**config.mk**
```make
export PLATFORM = sky130hd
export DESIGN_NAME = sel_decoder
export DESIGN_NICKNAME = d
export VERILOG_FILES = /design/src/rtl/sel_decoder.sv
export SDC_FILE = /design/constraint.sdc
export NUM_CORES = 1
export LEC_CHECK = 0
export CORE_AREA = 8 8 45 47
export DETAILED_ROUTE_END_ITERATION = 6
export DIE_AREA = 0 0 53 55
export PLACE_DENSITY = 0.68
export SLEW_MARGIN = 40
export SYNTH_ARGS = -nofsm -noshare
export SYNTH_HDL_FRONTEND = slang
export SYNTH_SLANG_ARGS = --single-unit
```
**constraint.sdc**
```tcl
create_clock -name clk -period 1.5 [get_ports clk]
set_input_delay 0.225 -clock clk [delete_from_list [all_inputs] [get_ports clk]]
set_output_delay 0.225 -clock clk [all_outputs]
set_load 0.005 [all_outputs]
```
**src/rtl/sel_decoder.sv**
```systemverilog
// Registered 2-bit code to one-hot select decoder; each valid select is held for HOLD_CYCLES cycles.
// Optional SEL_DEC_STICKY_ERR_EN: err stays set until err_clr, otherwise err is a one-cycle pulse.
module sel_decoder #(
  parameter int HOLD_CYCLES = 4
) (
  input  logic       clk,
  input  logic       rst,
  input  logic [1:0] code,
  input  logic       code_valid,
  output logic       code_ready,
  output logic       sel1,
  output logic       sel2,
  output logic       sel3,
  output logic       sel_valid,
  output logic       err,
  input  logic       err_clr
);

  localparam int CNT_W = $clog2(HOLD_CYCLES) + 1;
  localparam logic [CNT_W-1:0] LP_LOAD = CNT_W'(HOLD_CYCLES - 1);
  localparam logic [CNT_W-1:0] LP_ONE  = CNT_W'(1);

  typedef enum logic {IDLE, HOLD} state_t;

  state_t           r_state;
  logic [CNT_W-1:0] r_cnt;
  logic [2:0]       r_sel;
  logic             r_sel_valid;
  logic             r_err;

  logic [2:0]       w_sel_dec;
  logic             w_bad;
  logic             w_accept;

  always_comb begin
    w_sel_dec = 3'b000;
    case (code)
      2'b00:   w_sel_dec = 3'b100;
      2'b01:   w_sel_dec = 3'b010;
      2'b10:   w_sel_dec = 3'b001;
      default: w_sel_dec = 3'b000;
    endcase
  end

  assign w_bad = (code == 2'b11);

  // The last HOLD cycle (cnt==0) accepts a new code so back-to-back selects have no gap.
  assign code_ready = !rst && ((r_state == IDLE) || ((r_state == HOLD) && (r_cnt == '0)));
  assign w_accept   = code_valid && code_ready;

`ifndef SEL_DEC_STICKY_ERR_EN
  logic w_unused_err_clr;
  assign w_unused_err_clr = err_clr;
`endif

  always_ff @(posedge clk or posedge rst) begin
    if (rst) begin
      r_state     <= IDLE;
      r_cnt       <= '0;
      r_sel       <= 3'b000;
      r_sel_valid <= 1'b0;
      r_err       <= 1'b0;
    end else begin
      if (w_accept) begin
        if (w_bad) begin
          r_state     <= IDLE;
          r_cnt       <= '0;
          r_sel       <= 3'b000;
          r_sel_valid <= 1'b0;
        end else begin
          r_state     <= HOLD;
          r_cnt       <= LP_LOAD;
          r_sel       <= w_sel_dec;
          r_sel_valid <= 1'b1;
        end
      end else if (r_state == HOLD) begin
        if (r_cnt != '0) begin
          r_cnt <= r_cnt - LP_ONE;
        end else begin
          r_state     <= IDLE;
          r_sel       <= 3'b000;
          r_sel_valid <= 1'b0;
        end
      end

`ifdef SEL_DEC_STICKY_ERR_EN
      if (w_accept && w_bad) begin
        r_err <= 1'b1;
      end else if (err_clr) begin
        r_err <= 1'b0;
      end
`else
      r_err <= w_accept && w_bad;
`endif
    end
  end

  assign sel1      = r_sel[2];
  assign sel2      = r_sel[1];
  assign sel3      = r_sel[0];
  assign sel_valid = r_sel_valid;
  assign err       = r_err;

endmodule

```
Yosys cells after proc, flatten, opt, wreduce, memory -nomap -nowiden

Cells that the tools add are included.

Add/subtract/negate cells: 1
Equal/unequal tests: 4
Mux-type cells: 16
Bitwise gates (word level): 1
Reduce and logical (&&, ||, !) cells: 13

Operators by type and width:

| cell                                                                  | number |
|---|---|
| 3-bit two-way mux                                                     | 7 |
| 3-bit case mux with 3 select lines                                    | 1 |
| 1-bit two-way mux                                                     | 7 |
| 2-bit equality test, second input constant                            | 2 |
| 1-bit logical AND                                                     | 4 |
| 2-bit AND reduction                                                   | 2 |
| 2-bit nonzero test                                                    | 2 |
| 3-bit logical NOT                                                     | 1 |
| 3-bit nonzero test                                                    | 1 |
| 3-bit by 1-bit subtractor with 3-bit output, second input constant    | 1 |
| 2-bit by 1-bit equality test with 1-bit output, second input constant | 1 |
| 2-bit logical NOT                                                     | 1 |
| 2-bit two-way mux                                                     | 1 |
| 2-bit inequality test, second input constant                          | 1 |
| 1-bit logical NOT                                                     | 1 |
| 1-bit logical OR                                                      | 1 |
| 1-bit NOT                                                             | 1 |

Register bits after elaboration: 9
Output and inout port bits: 6
Logic and storage cells: 40

Longest topological paths before layout

Depth in word-level cells: 7
Mapped depth: 5
Mapped depth without buffers: 5

Worst setup path before layout

No wires, ideal clock.

Path kind: register to register
Start point: register r_cnt[0]
End point: register r_sel[0]
Setup time: 122 ps
Arrival: 1176 ps
Required time: 1378 ps
Setup slack: 203 ps
Stages on the path, launching flop included: 6
Path buffers: 0
Clock period less this slack: 1297 ps
Cells stage by stage: dfrtp_1 inv_1 ha_1 nor2b_1 mux2i_4 a32o_1

Cells in the longest elaborated chain, start to end: 7
Elaborated cells between the ends (all ways): 10
Those cells by class: eq/ne (1); mux (1); reduce/logical (8)

Ends and longest elaborated chain:

| item                                                                         | line | text |
|---|---|---|
| start, declared                                                              | 26   | `logic [CNT_W-1:0] r_cnt;` |
| start signal, assigned                                                       | 78   | `r_cnt <= r_cnt - LP_ONE;` |
| 3-bit logical NOT                                                            | 48   | `assign code_ready = !rst && ((r_state == IDLE) \|\| ((r_state == HOLD) && (r_cnt == '0)));` |
| 1-bit logical AND                                                            | 48   |  |
| 1-bit logical OR                                                             | 48   |  |
| 1-bit logical AND                                                            | 48   |  |
| 1-bit logical AND                                                            | 49   | `assign w_accept = code_valid && code_ready;` |
| 2-bit inequality test (no line) / 2-bit nonzero test (equally long branches) | -    |  |
| 2-bit AND reduction (no line)                                                | -    |  |
| end signal, assigned                                                         | 73   | `r_sel <= w_sel_dec;` |
| end, declared                                                                | 27   | `logic [2:0] r_sel;` |

Several ways; a longest one is shown, not always the timed one.
A chain may end at the register's enable or synchronous reset.

Final worst setup path

Start point: register r_cnt[1]
End point: output code_ready

Cells in the longest elaborated chain, start to end: 4

Ends and longest elaborated chain:

| item              | line | text |
|---|---|---|
| 3-bit logical NOT | 48   |  |
| 1-bit logical AND | 48   |  |
| 1-bit logical OR  | 48   |  |
| 1-bit logical AND | 48   |  |
| end, declared     | 10   | `output logic code_ready,` |

No other way between the ends.

==> flow_summary_export.csv <==
group,metric,value,unit
cts,htreeDepth,1,
layout,final_util,51.54,%
sta,final_hold_viol_count,0,
cts,cts_made_buffers,3,
sta,worstMarginPinSlew,0.3768,ns
worst_setup_path,r2r_setup_slack,0.09,ns
detailed_routing,vias_per_cell,4.786,
sta,setup_ws,0.08440,ns
synthesis,synth_cell_types,19,
global_route,grt_usage,8.535,%
place,post-dp-hpwl,816.1,um
cts,clk_path_buf_depth,2,
job,max_cap_viol_count,0,
worst_setup_path,path_cells,"inv_1 > ha_2 > nand2b_4 > a21oi_2 > buf_2",
sta,maxSlewHeadroom,74.85,%
cts,cts_sinks,9,
cts,ctsRootBufferMaster,"clkbuf_4",
worst_setup_path,crit_slowest_cell,"dfrtp_1",
detailed_routing,vias,402,
synthesis,synth_seq_area_share,48.13,%
power_and_ir_drop,power_leakage,0.3427,nW
sta,finalMaxSlewViolations,0,
global_route,grt_max_degree,10,
worst_setup_path,crit_type,"register to output pin",
floorplan,die_y,55,um
worst_setup_path,endpoint_kind,"output pin",
detailed_routing,drt_iter0_markers,0,
worst_setup_path,crit_path_end,"code_ready",
floorplan,initial_core_util,33.82,%
worst_setup_path,crit_fanout,2,
layout,nNetsFinal,77,
worst_setup_path,worstPathArrival,1.19,ns
worst_setup_path,ff2ff_path_depth,7,
sta,timing.final.crit_share,94.37,%
power_and_ir_drop,ir_worst_vdd,1.060,mV
synthesis,synth_top_area_share,48.13,%
detailed_routing,wl,1.060,mm
synthesis,ys_seq_elements,9,
synthesis,syn_nets,50,
place,gp_congestion,0.7788,
global_route,grt_pass1_wl,1.869,mm
worst_setup_path,start_kind,"register",
worst_setup_path,startpoint,"r_cnt[1]$_DFFE_PP0P_",
global_route,grt_pass1_vias,442,
floorplan,num_io_pins,12,
power_and_ir_drop,powerDensity,1912,mW/mm^2
layout,antenna_cells,0,
cts,clock_latency,0.25,ns
detailed_routing,wl_per_cell,12.62,um
sta,finClkSkew,0.006045,ns
detailed_routing,route.detailed.drc,0,
worst_setup_path,cp.depth,5,
worst_setup_path,crit_family,"flip-flops",
synthesis,syn_inst,42,
global_route,antenna_found_initial,0,
place,detailedPlace.worstSlack,-0.1066,ns
synthesis,synth.avg_cell_area,11.14,sq um
global_route,grt_remaining_overflow,0,
synthesis,synthesis.area,467.9,sq um
cts,clk_pin_slew,0.06,ns
sta,fmax,706.4,MHz
sta,setup_viol,0,
worst_setup_path,rr_startpoint,"r_cnt[1]$_DFFE_PP0P_",
sta,rsz0062_at_grt,"no",
min_path,hp-class,"input pin to async pin",
floorplan,num_rows,14,
worst_setup_path,critPathRequiredTime,1.27,ns
place,place.port_buffers,10,
detailed_routing,first_pass_iters,1,
floorplan,chipWidth,53,um
power_and_ir_drop,p_total,1.363,mW
layout,drive_gt1_share,35.29,%
worst_setup_path,r2r-end,"r_sel[2]$_DFFE_PP0P_",
worst_setup_path,slowest_delay,0.37,ns
detailed_routing,antenna_left,0,
floorplan,core_area,0.001384,sq mm
synthesis,synthTopCellsByArea,"dfrtp_1, a32o_1, ha_1",
outcome,status,"finished, final reports clean",
synthesis,synth.largest_area_cell,"dfrtp_1",
worst_setup_path,crit_buf_inv,2,
cts,cts_tree,"yes",
floorplan,dieArea,0.002915,sq mm
sta,layout_min_cycle_time,1.416,ns
synthesis,yosys_warnings,0,
layout,area_growth,52.41,%
[flip-flops by register name, summed over array words and instances (netlist names)]
signal / flops
err: 1
r_cnt: 3
r_sel: 3
r_state: 1
sel_valid: 1
[synthesized netlist by cell type (all sizes together)]
| master | instances |
|---|---|
| a21boi | 1 |
| a21oi | 2 |
| a221oi | 1 |
| a22o | 1 |
| a32o | 3 |
| dfrtp | 9 |
| ha | 2 |
| inv | 6 |
| mux2i | 2 |
| nand2 | 5 |
| nand2b | 1 |
| nand4b | 1 |
| nor2 | 2 |
| nor2b | 3 |
| o21ai | 2 |
| o221ai | 1 |
[logic make-up after synthesis]
logic type	Yosys count	share of synthesized area (%)
fa+ha+maj	2	5.347
mux	2	6.952
simple gates	12	14.44
buf+inv	6	4.812
flops	9	48.13
compound gates	11	20.32
[power by group]
group | switching (mW) | internal [mW]
sequential | 0.0591 | 0.353
combinational | 0.309 | 0.460
clock | 0.0805 | 0.102
total | 0.449 | 0.915
[area by class of cell]
class / instances / area, sq um
Clock buffer: 4 / 26.28
Inverter: 6 / 22.52
Timing Repair Buffer: 22 / 185.2
Multi-Input combinational cell: 27 / 234.0
Tap cell: 16 / 20.02
Sequential cell: 9 / 225.2
Fill cell: 134 / 670.6
[cells in the final DEF (no fill, tap or decap), types with 2 or more instances in the layout]
cell and count:
dfrtp_1 9, a32o_1 3, clkdlybuf4s50_1 9, nand2_1 5, nor2_1 2, clkbuf_4 3, buf_4 12, inv_1 4
nor2b_1 2, inv_2 2, o21ai_0 2
[worst min path at each step]
| stage | endpoint | cells after the start |
|---|---|---|
| 3_3_place_gp | r_sel[0]$_DFFE_PP0P_ | 1 |
| 4_1_cts | r_state$_DFF_PP0_ | 3 |
| 5_1_grt | r_state$_DFF_PP0_ | 3 |
| 2_1_floorplan | err$_DFF_PP0_ | 1 |
| 3_5_place_dp | r_sel[0]$_DFFE_PP0P_ | 1 |
| 6_report | r_cnt[1]$_DFFE_PP0P_ | 3 |
[metal layers]
layer | global-route usage (%) | up-vias | part of all wire, %
met1 | 9.317 | 193 | 44
met5 | 0 | - | 0
met4 | 5.172 | 0 | 0.57
met2 | 14.45 | 7 | 52
met3 | 2.406 | 2 | 4.1
li1 | - | 200 | -
[through the flow]
stage          std cells  cell area (sq um)  hold WS [ns]  TNS [ns]
2_1_floorplan         42              467.9       0.05292         0
3_3_place_gp          79              670.6        0.4843  -0.08009
3_5_place_dp          79              670.6        0.4861   -0.1066
4_1_cts               84              701.9        0.4118         0
5_1_grt               84              713.2        0.4886         0
6_report              84              713.2        0.4428         0
[tightest hold or removal path: cells and delay by family]
kind     cells  cell delay, ns
buf+inv      3            0.89
[timing repair]
item | 4_1_cts | 5_1_grt
hold buffers | 0 | 0
pin swaps | 1 | 0
setup endpoints to repair | 1 | 1
setup buffers | 1 | 0
resized for setup | 6 | 2
cloned | 0 | 0
Power figures use the tool's default switching activity.
